### src/rtl/mcc_pkg.sv
// ---------------------------------------------------------------------------
// mcc_pkg
// Shared definitions for the multicycle CPU sequencer (multi_cycle_ctrl):
//   - FSM state encoding (localparams + typedef enum)
//   - opcode constants (IR[31:26])
//   - instruction class enum produced by mcc_op_decode
//   - pc_src mux select codes
// No ports; imported by mcc_op_decode and multi_cycle_ctrl.
// ---------------------------------------------------------------------------
package mcc_pkg;

    // State encoding
    localparam logic [2:0] ST_IF   = 3'd0;
    localparam logic [2:0] ST_ID   = 3'd1;
    localparam logic [2:0] ST_EXE  = 3'd2;
    localparam logic [2:0] ST_MEM  = 3'd3;
    localparam logic [2:0] ST_WB   = 3'd4;
    localparam logic [2:0] ST_HALT = 3'd5;

    typedef enum logic [2:0] {
        S_IF   = ST_IF,
        S_ID   = ST_ID,
        S_EXE  = ST_EXE,
        S_MEM  = ST_MEM,
        S_WB   = ST_WB,
        S_HALT = ST_HALT
    } state_e;

    // Opcodes; ALU instructions are any opcode of the form 00xxxx
    localparam logic [1:0] OP_ALU_HI = 2'b00;
    localparam logic [5:0] OP_SW     = 6'b110000;
    localparam logic [5:0] OP_LW     = 6'b110001;
    localparam logic [5:0] OP_BEQ    = 6'b110100;
    localparam logic [5:0] OP_J      = 6'b111000;
    localparam logic [5:0] OP_HALT   = 6'b111111;

    // Instruction classes
    typedef enum logic [2:0] {
        CLS_ALU  = 3'd0,
        CLS_LW   = 3'd1,
        CLS_SW   = 3'd2,
        CLS_BEQ  = 3'd3,
        CLS_J    = 3'd4,
        CLS_HALT = 3'd5,
        CLS_ILL  = 3'd6
    } op_class_e;

    // Next-PC select codes
    localparam logic [1:0] PC_SEQ    = 2'b00;  // PC + 4
    localparam logic [1:0] PC_BRANCH = 2'b01;  // branch target
    localparam logic [1:0] PC_JUMP   = 2'b10;  // jump target

endpackage

### src/rtl/mcc_op_decode.sv
// ---------------------------------------------------------------------------
// mcc_op_decode
// Purely combinational opcode classifier for the multicycle sequencer.
// Ports:
//   op        in  OP_W  opcode field (top 6 bits used, OP_W >= 6)
//   op_class  out       instruction class (CLS_ILL for undefined opcodes)
// ---------------------------------------------------------------------------
module mcc_op_decode
    import mcc_pkg::*;
#(
    parameter int OP_W = 6
) (
    input  logic [OP_W-1:0] op,
    output op_class_e       op_class
);

    logic [5:0] opc;
    assign opc = op[OP_W-1 -: 6];

    always_comb begin
        op_class = CLS_ILL;
        if (opc[5:4] == OP_ALU_HI) begin
            op_class = CLS_ALU;
        end else begin
            case (opc)
                OP_SW:   op_class = CLS_SW;
                OP_LW:   op_class = CLS_LW;
                OP_BEQ:  op_class = CLS_BEQ;
                OP_J:    op_class = CLS_J;
                OP_HALT: op_class = CLS_HALT;
                default: op_class = CLS_ILL;
            endcase
        end
    end

endmodule

### src/rtl/multi_cycle_ctrl.sv
// ---------------------------------------------------------------------------
// multi_cycle_ctrl
// Multicycle CPU sequencer. Steps each instruction through IF/ID/EXE/MEM/WB
// and drives the load enables of the stage registers, PC, register file and
// the shared memory port.
//
// Ports:
//   CLK          in   clock, rising edge
//   Reset        in   asynchronous active-low reset
//   op           in   opcode from IR (valid from ID until next IF)
//   zero         in   ALU zero flag, used in EXE of BEQ
//   mem_ready    in   memory completes the current request this cycle
//   mem_req      out  memory request (IF fetch or MEM access)
//   mem_we       out  memory request is a write (SW in MEM)
//   ir_wre       out  IR load enable
//   ab_wre       out  A/B operand register load enable
//   alu_wre      out  ALUout register load enable
//   dbdr_wre     out  data buffer register load enable
//   reg_wre      out  register file write enable
//   pc_wre       out  PC load enable, one pulse per retired instruction
//   pc_src       out  next-PC select (00 PC+4, 01 branch, 10 jump)
//   halted       out  core stopped (HALT or illegal opcode)
//   illegal      out  sticky: stopped on an undefined opcode
//   retired_cnt  out  retired-instruction counter (MCC_PERF_CNT_EN only)
//
// Configuration macro: MCC_PERF_CNT_EN adds retired_cnt, a CNT_W-bit
// wrapping counter that increments on every cycle with pc_wre=1.
//
// Memory handshake: in S_IF and S_MEM mem_req is held high; the request
// completes in the cycle where mem_req=1 and mem_ready=1. mem_ready is
// ignored in all other states.
// ---------------------------------------------------------------------------
module multi_cycle_ctrl
    import mcc_pkg::*;
#(
    parameter int OP_W  = 6,
    parameter int CNT_W = 32
) (
    input  logic             CLK,
    input  logic             Reset,
    input  logic [OP_W-1:0]  op,
    input  logic             zero,
    input  logic             mem_ready,
    output logic             mem_req,
    output logic             mem_we,
    output logic             ir_wre,
    output logic             ab_wre,
    output logic             alu_wre,
    output logic             dbdr_wre,
    output logic             reg_wre,
    output logic             pc_wre,
    output logic [1:0]       pc_src,
    output logic             halted,
    output logic             illegal
`ifdef MCC_PERF_CNT_EN
    ,
    output logic [CNT_W-1:0] retired_cnt
`endif
);

    state_e    state;
    op_class_e class_q;
    op_class_e cls_d;

    // run is cleared by reset and set on the first edge after release.
    // It keeps every output low while reset is active (the reset state is
    // S_IF, which would otherwise decode to mem_req=1) and makes the first
    // edge after release land in S_IF.
    logic      run;

    mcc_op_decode #(
        .OP_W (OP_W)
    ) u_decode (
        .op       (op),
        .op_class (cls_d)
    );

    // -----------------------------------------------------------------------
    // State register, latched class and sticky illegal flag
    // -----------------------------------------------------------------------
    always_ff @(posedge CLK or negedge Reset) begin
        if (!Reset) begin
            state   <= S_IF;
            class_q <= CLS_ALU;
            illegal <= 1'b0;
            run     <= 1'b0;
        end else if (!run) begin
            run <= 1'b1;
        end else begin
            case (state)
                S_IF: begin
                    if (mem_ready) state <= S_ID;
                end
                S_ID: begin
                    // class_q holds the class so later op changes are ignored
                    class_q <= cls_d;
                    case (cls_d)
                        CLS_ALU, CLS_LW, CLS_SW, CLS_BEQ: state <= S_EXE;
                        CLS_J:                            state <= S_IF;
                        CLS_HALT:                         state <= S_HALT;
                        default: begin
                            state   <= S_HALT;
                            illegal <= 1'b1;
                        end
                    endcase
                end
                S_EXE: begin
                    case (class_q)
                        CLS_ALU:        state <= S_WB;
                        CLS_LW, CLS_SW: state <= S_MEM;
                        default:        state <= S_IF;   // BEQ resolves here
                    endcase
                end
                S_MEM: begin
                    if (mem_ready) state <= (class_q == CLS_LW) ? S_WB : S_IF;
                end
                S_WB:    state <= S_IF;
                S_HALT:  state <= S_HALT;   // only reset leaves HALT
                default: state <= S_IF;
            endcase
        end
    end

    // -----------------------------------------------------------------------
    // Output decode: from state, qualified only by mem_ready (IF/MEM),
    // zero (EXE of BEQ) and the decoded class in ID (jump).
    // -----------------------------------------------------------------------
    always_comb begin
        mem_req  = 1'b0;
        mem_we   = 1'b0;
        ir_wre   = 1'b0;
        ab_wre   = 1'b0;
        alu_wre  = 1'b0;
        dbdr_wre = 1'b0;
        reg_wre  = 1'b0;
        pc_wre   = 1'b0;
        pc_src   = PC_SEQ;
        halted   = 1'b0;
        if (run) begin
            case (state)
                S_IF: begin
                    mem_req = 1'b1;
                    ir_wre  = mem_ready;
                end
                S_ID: begin
                    ab_wre = 1'b1;
                    if (cls_d == CLS_J) begin
                        pc_wre = 1'b1;
                        pc_src = PC_JUMP;
                    end
                end
                S_EXE: begin
                    alu_wre = 1'b1;
                    if (class_q == CLS_BEQ) begin
                        pc_wre = 1'b1;
                        pc_src = zero ? PC_BRANCH : PC_SEQ;
                    end
                end
                S_MEM: begin
                    mem_req = 1'b1;
                    mem_we  = (class_q == CLS_SW);
                    if (mem_ready) begin
                        if (class_q == CLS_LW) dbdr_wre = 1'b1;
                        else                   pc_wre   = 1'b1;
                    end
                end
                S_WB: begin
                    reg_wre = 1'b1;
                    pc_wre  = 1'b1;
                end
                S_HALT: halted = 1'b1;
                default: ;
            endcase
        end
    end

`ifdef MCC_PERF_CNT_EN
    // Retired-instruction counter; wraps naturally at 2^CNT_W.
    always_ff @(posedge CLK or negedge Reset) begin
        if (!Reset) begin
            retired_cnt <= '0;
        end else if (pc_wre) begin
            retired_cnt <= retired_cnt + 1'b1;
        end
    end
`else
    // CNT_W only sizes the optional counter; keep it referenced so the
    // parameter list stays identical in both builds.
    if (CNT_W < 1) begin : g_cnt_w_unused
    end
`endif

endmodule

### config.mk
export PLATFORM = sky130hd
export DESIGN_NAME = multi_cycle_ctrl
export DESIGN_NICKNAME = d
export VERILOG_FILES = /design/src/rtl/mcc_pkg.sv /design/src/rtl/mcc_op_decode.sv /design/src/rtl/multi_cycle_ctrl.sv
export SDC_FILE = /design/constraint.sdc
export NUM_CORES = 1
export LEC_CHECK = 0
export CORE_UTILIZATION = 48
export DETAILED_ROUTE_END_ITERATION = 12
export PLACE_DENSITY = 0.82
export SLEW_MARGIN = 20
export SYNTH_ARGS = -nofsm -noshare
export SYNTH_HDL_FRONTEND = slang
export SYNTH_SLANG_ARGS = --single-unit
### constraint.sdc
create_clock -name CLK -period 3.18 [get_ports CLK]
set_clock_uncertainty 0.15 [all_clocks]
set_input_delay 0.318 -clock CLK [delete_from_list [all_inputs] [get_ports CLK]]
set_output_delay 0.318 -clock CLK [all_outputs]
set_load 0.03 [all_outputs]
## Word-level counts from Yosys, hierarchy flattened

Cells that the tools add are included.

| word-level totals | value |
|---|---|
| register bits after elaboration | 8 |
| input port bits | 10 |
| output and inout port bits | 12 |
| logic and storage cells | 73 |

| operators by class | value |
|---|---|
| eq/ne operators | 20 |
| mux-type cells | 37 |
| bitwise operators | 1 |
| reductions and logical operators | 11 |

Operators by type and width:

| cell | count |
|---|---|
| $eq 6x6->1 const B | 5 |
| $pmux 3 s5 | 2 |
| $mux 1 | 25 |
| $eq 3x2->1 const B | 6 |
| $eq 3x3->1 const B | 4 |
| $mux 3 | 4 |
| $pmux 3 s2 | 2 |
| $eq 3x1->1 const B | 3 |
| $logic_not 3->1 | 3 |
| $reduce_and 3->1 | 2 |
| $reduce_or 6->1 | 1 |
| $mux 2 | 2 |
| $ne 2x2->1 const B | 2 |
| $pmux 1 s4 | 1 |
| $pmux 2 s2 | 1 |
| $reduce_or 2->1 | 2 |
| $reduce_or 4->1 | 1 |
| $logic_not 2->1 | 1 |
| $reduce_and 2->1 | 1 |
| $not 1->1 | 1 |

## Logic depth before layout (Yosys ltp)

Gate-level depths: netlist (run 1).

| logic depth | value |
|---|---|
| depth in word-level cells | 7 |
| mapped depth | 5 |
| gate-level depth less buffers | 4 |

## Hierarchy

From an unflattened synthesis (run 1), not the netlist that was laid out.

| unflattened totals | value |
|---|---|
| cells, all modules | 80 |
| area total of the unflattened synthesis | 663.1 um^2 |

Modules (own cells, without submodules):

| module | instances | cells an instance | area an instance (um^2) | seq. area each (um^2) |
|---|---|---|---|---|
| multi_cycle_ctrl | 1 | 67 | 584.3 | 200.2 |
| mcc_op_decode | 1 | 13 | 78.8 | 0.0 |

## Least setup slack after synthesis (run 1)

Ideal clock, no wire load.

| timing | value |
|---|---|
| path kind | register to output |
| start point | reg class_q[2] |
| end point | out dbdr_wre |
| arrival time | 1.767 ns |
| required time | 2.712 ns |
| path slack | 0.945 ns |
| cell stages (with the launch flop) | 4 |
| buffers on the path | 0 |
| path through | dfrtp_1 -> nor3b_1 -> nand2_1 -> nor4_1 |

| between the ends | value |
|---|---|
| longest elaborated chain between the ends | 5 |

Ends and longest elaborated chain:

| element | line | source |
|---|---|---|
| start, declared | multi_cycle_ctrl.sv:62 | `op_class_e class_q;` |
| start signal, assigned | multi_cycle_ctrl.sv:96 | `class_q <= cls_d;` |
| $eq 3x1->1 | multi_cycle_ctrl.sv:163 | `if (class_q == CLS_LW) dbdr_wre = 1'b1;` |
| $mux 1 | multi_cycle_ctrl.sv:163 |  |
| $mux 1 | multi_cycle_ctrl.sv:162 | `if (mem_ready) begin` |
| $mux 1 | multi_cycle_ctrl.sv:140 | `case (state)` |
| $mux 1 | multi_cycle_ctrl.sv:139 | `if (run) begin` |
| end, declared | multi_cycle_ctrl.sv:49 | `output logic dbdr_wre,` |

No other way between the ends.

## Worst setup path after layout (run 1)

| timing | value |
|---|---|
| start point | in op[0] |
| end point | out pc_wre |

| between the ends | value |
|---|---|
| longest elaborated chain between the ends | 7 |
| elaborated cells on any way between the ends | 11 |
| those cells by class | eq/ne: 6; mux: 5 |

Ends and longest elaborated chain:

| element | line | source |
|---|---|---|
| start, declared | multi_cycle_ctrl.sv:41 | `input logic [OP_W-1:0] op,` |
| $eq 6x6->1 | mcc_op_decode.sv:25 | `case (opc)` |
| $pmux 3 s5 * | mcc_op_decode.sv:25 |  |
| $mux 3 * | mcc_op_decode.sv:22 | `if (opc[5:4] == OP_ALU_HI) begin` |
| $eq 3x3->1 * | multi_cycle_ctrl.sv:147 | `if (cls_d == CLS_J) begin` |
| $mux 1 * | multi_cycle_ctrl.sv:147 |  |
| $pmux 1 s4 * | multi_cycle_ctrl.sv:140 |  |
| $mux 1 * | multi_cycle_ctrl.sv:139 |  |
| end, declared | multi_cycle_ctrl.sv:51 | `output logic pc_wre,` |

Every way passes the cells marked *; elsewhere a longest branch is shown, timed or not.

==> key figures, run 1 <==
Outcome
  – Status: finished, final reports clean

Power and ir drop
  – VDD IR max: ~0.24 mV
  – Logic pwr share: roughly 15%
  – Int Pwr: between 150 and 200 uW
  – Seq pwr share: 50.1%
  – Sw frac: a little under a quarter
  – Clock Power Share: between 30% and 40%
  – Leak Pwr: about 0.00038 uW
  – P_sw: 47.9 uW
  – Total power per unit cell area: 235 mW/mm2

GRT
  – First-pass GRT wire length: approximately 2.4 mm
  – Gr ovfl total: 0
  – Vias in the first global route: 572
  – Pin count of the biggest net entering global routing: 15
  – Initial antenna violation count: 0
  – Gr usage total: between 20% and 30%

Finish
  – Antenna fix cells: 0
  – Layout cells sized above 1: a little over 8%
  – Final Instance Area: between 800 and 900 um2
  – Fin nets: 121
  – Fillers: roughly 130
  – Reg area: ~200 um2
  – Area Growth Syn to Fin: 27.5%
  – Multi-input logic area: approximately 430 um2

Synth
  – Synth top area share: 28.4%
  – Register area share after synthesis: between 20 and 30%
  – Post-synth ARST share: between 90% and 100%
  – Synth area leader: dfrtp_1
  – Number of synthesized flops with an enable pin: 0
  – Synthesized area: just over 700 um2
  – Syn. warnings: 0
  – Syn_nets: 101
  – Largest cells by area after synthesis: dfrtp_1 (28%), nand2_1 (6.9%), clkbuf_8 (5.9%)
  – Synth Instances: 91
  – Seq cells post-synth: 8
  – Post-synth top flop: dfrtp_1
  – Mean Syn Cell Area: about 7.8 um2
  – Synth cell types: 36

Clock network
  – Insertion delay to the later sink of the worst-skew pair: roughly 250 ps
  – Clock buffer depth: 2
  – Clk root buf: clkbuf_4
  – CTS clk-pin slew, worst paths: 50 ps
  – Hold Buf Count CTS: 0
  – Clk sinks: 8
  – Post-CTS Setup Repair Bufs: 0
  – CTS tree: built
  – CTS Buf Count: 3
  – Post_cts resized: 0
  – H-tree depth: 1

Setup path
  – WP data required: between 2000 and 3000 ps
  – CP startpoint kind: input port
  – Crit path DAT: roughly 2400 ps
  – Critical R2R Launch: state[1]
  – Crit path kind: input port to primary output
  – Crit-path max FO: 5
  – CP Launch Point: op[0]
  – Worst Reg2Reg Path Length in Cells: 4
  – Reg-to-Reg End: state[0]
  – Reg-to-reg slack, setup: between 1500 and 2000 ps
  – CP endpoint kind: primary output

STA
  – Final setup violation count: 0
  – Fin crit share: approximately 89%
  – Fmax: between 300 and 400 MHz
  – Setup TNS: 0 ps
  – Final Hold Fails: 0
  – Fin crit period: roughly 2800 ps
  – Max-slew violations: 0
  – Unrepaired setup endpoints after global routing: no

Min path
  – Hold Crit Class: input port to asynchronous set/reset pin

Route
  – Routed vias/inst: 5.77
  – # DRC: 0
  – First-pass detailed-route iteration total: 4
  – DRT Wirelength: roughly 1.5 mm
  – Detailed Route Iter0 Violations: 24
  – Remaining antenna violation count: 0
  – WL per Instance: ~12 um
  – Via count: ~720

Floorplan
  – Core area: 0.00133 mm2
  – Top Ports: 22
  – Rows: 13
  – Die height: between 40 and 50 um
  – Die area: 0.00163 mm2
  – Die width: around 40 um
  – Starting density of the core: a little over half

Place
  – Final Wtd Congestion: roughly 0.85
  – Placed cell areas: 877 um2
  – DP Wirelength: around 1.2 mm
  – Port Buffers: 21

Run
  – Max_cap viols: 0
layout by cell type (no fill, tap or decap), types with 2 or more instances in the layout:
master           netlist  routed
clkdlybuf4s50_1        0      21
nand2_1               13      13
nor2_1                 9       9
dfrtp_1                8       8
nor3_1                 6       6
inv_1                  5       5
o21ai_0                5       5
nor3b_1                4       4
a21oi_1                4       4
nand3_1                3       3
xnor2_1                3       3
clkbuf_4               0       3
nand2b_1               2       2
o31ai_1                2       2
a31oi_1                2       2
area by class of cell:
class                      count  share of cell area [%]
multi-input combinational     72                    47.7
sequential                     8                    22.3
tap                           15                    2.09
inverter                       5                    2.09
clock buffer                   3                    2.50
timing repair buffer          21                    23.4
how the worst max path moves through the flow:
stage	end	slack, ps	cells past startpoint
floorplan	dbdr_wre	940	3
global placement	pc_wre	380	5
detailed placement	pc_wre	350	5
CTS	pc_wre	340	5
global route	pc_wre	200	5
finish	pc_wre	340	5
logic make-up (layout without fill, tap and decap cells):
family                   count (synthesis)  count (layout)  synth area share (%)
AO/OA/AOI/OAI                           19              19                  18.3
XOR/XNOR                                 4               4                  4.97
adder cells (fa/ha/maj)                  1               1                  1.42
buffers and inverters                   11              29                  10.8
flip-flops                               8               8                  28.4
other                                    1               1                 0.531
AND/OR/NAND/NOR                         47              47                  35.6
cell usage after synthesis (2+ instances only):
cell type	n
nand2_1	13
nor2_1	9
dfrtp_1	8
nor3_1	6
inv_1	5
o21ai_0	5
a21oi_1	4
nor3b_1	4
clkbuf_8	3
nand3_1	3
xnor2_1	3
a31oi_1	2
nand2b_1	2
o31ai_1	2
sequential cells by signal, indices dropped and copies added (netlist names):
register	count
class_q	3
illegal	1
run	1
state	3
power groups by stage:
stage	clock, uW	sequential, uW	combinational [uW]
5_1_grt	79.6	106	36.0
3_5_place_dp	0	107	32.5
4_1_cts	74.5	106	32.5
3_3_place_gp	0	107	31.7
2_1_floorplan	0	105	16.7
6_report	72.8	106	32.4
metal layers:
metal  share of wire (%)  track usage, %
met5                   0               0
met1                  49            31.3
met3                 3.2            5.00
met2                  48            35.3
met4                   0            2.50
critical path: stages:
cell and delay [ps]:
clkdlybuf4s50_1 470, or4b_4 580, nor3_2 170, o311a_1 160, clkdlybuf4s50_1 660
stage by stage:
step | std cells | power (uW) | hold WS [ps] | util, % | worst slack, ps
floorplan | 91 | 122 | -128 | - | 945
global placement | 121 | 139 | 302 | 65.8 | 381
detailed placement | 121 | 140 | 313 | 65.8 | 353
CTS | 124 | 213 | 189 | 67.4 | 344
global route | 124 | 222 | 200 | 67.4 | 205
finish | 124 | 211 | 183 | 67.4 | 342
Power figures use the tool's default switching activity.
==> inputs of run 2 (changes only) <==
Settings changed: SETUP_SLACK_MARGIN set to 0.02.
==> results of run 2 <==
The final DEF is identical to that of run 1; final timing and power are the same.
==> inputs of run 3 (changes only) <==
Settings changed: CTS_CLUSTER_SIZE set to 10.
==> results of run 3 <==
The final DEF is identical to that of run 1; final timing and power are the same.
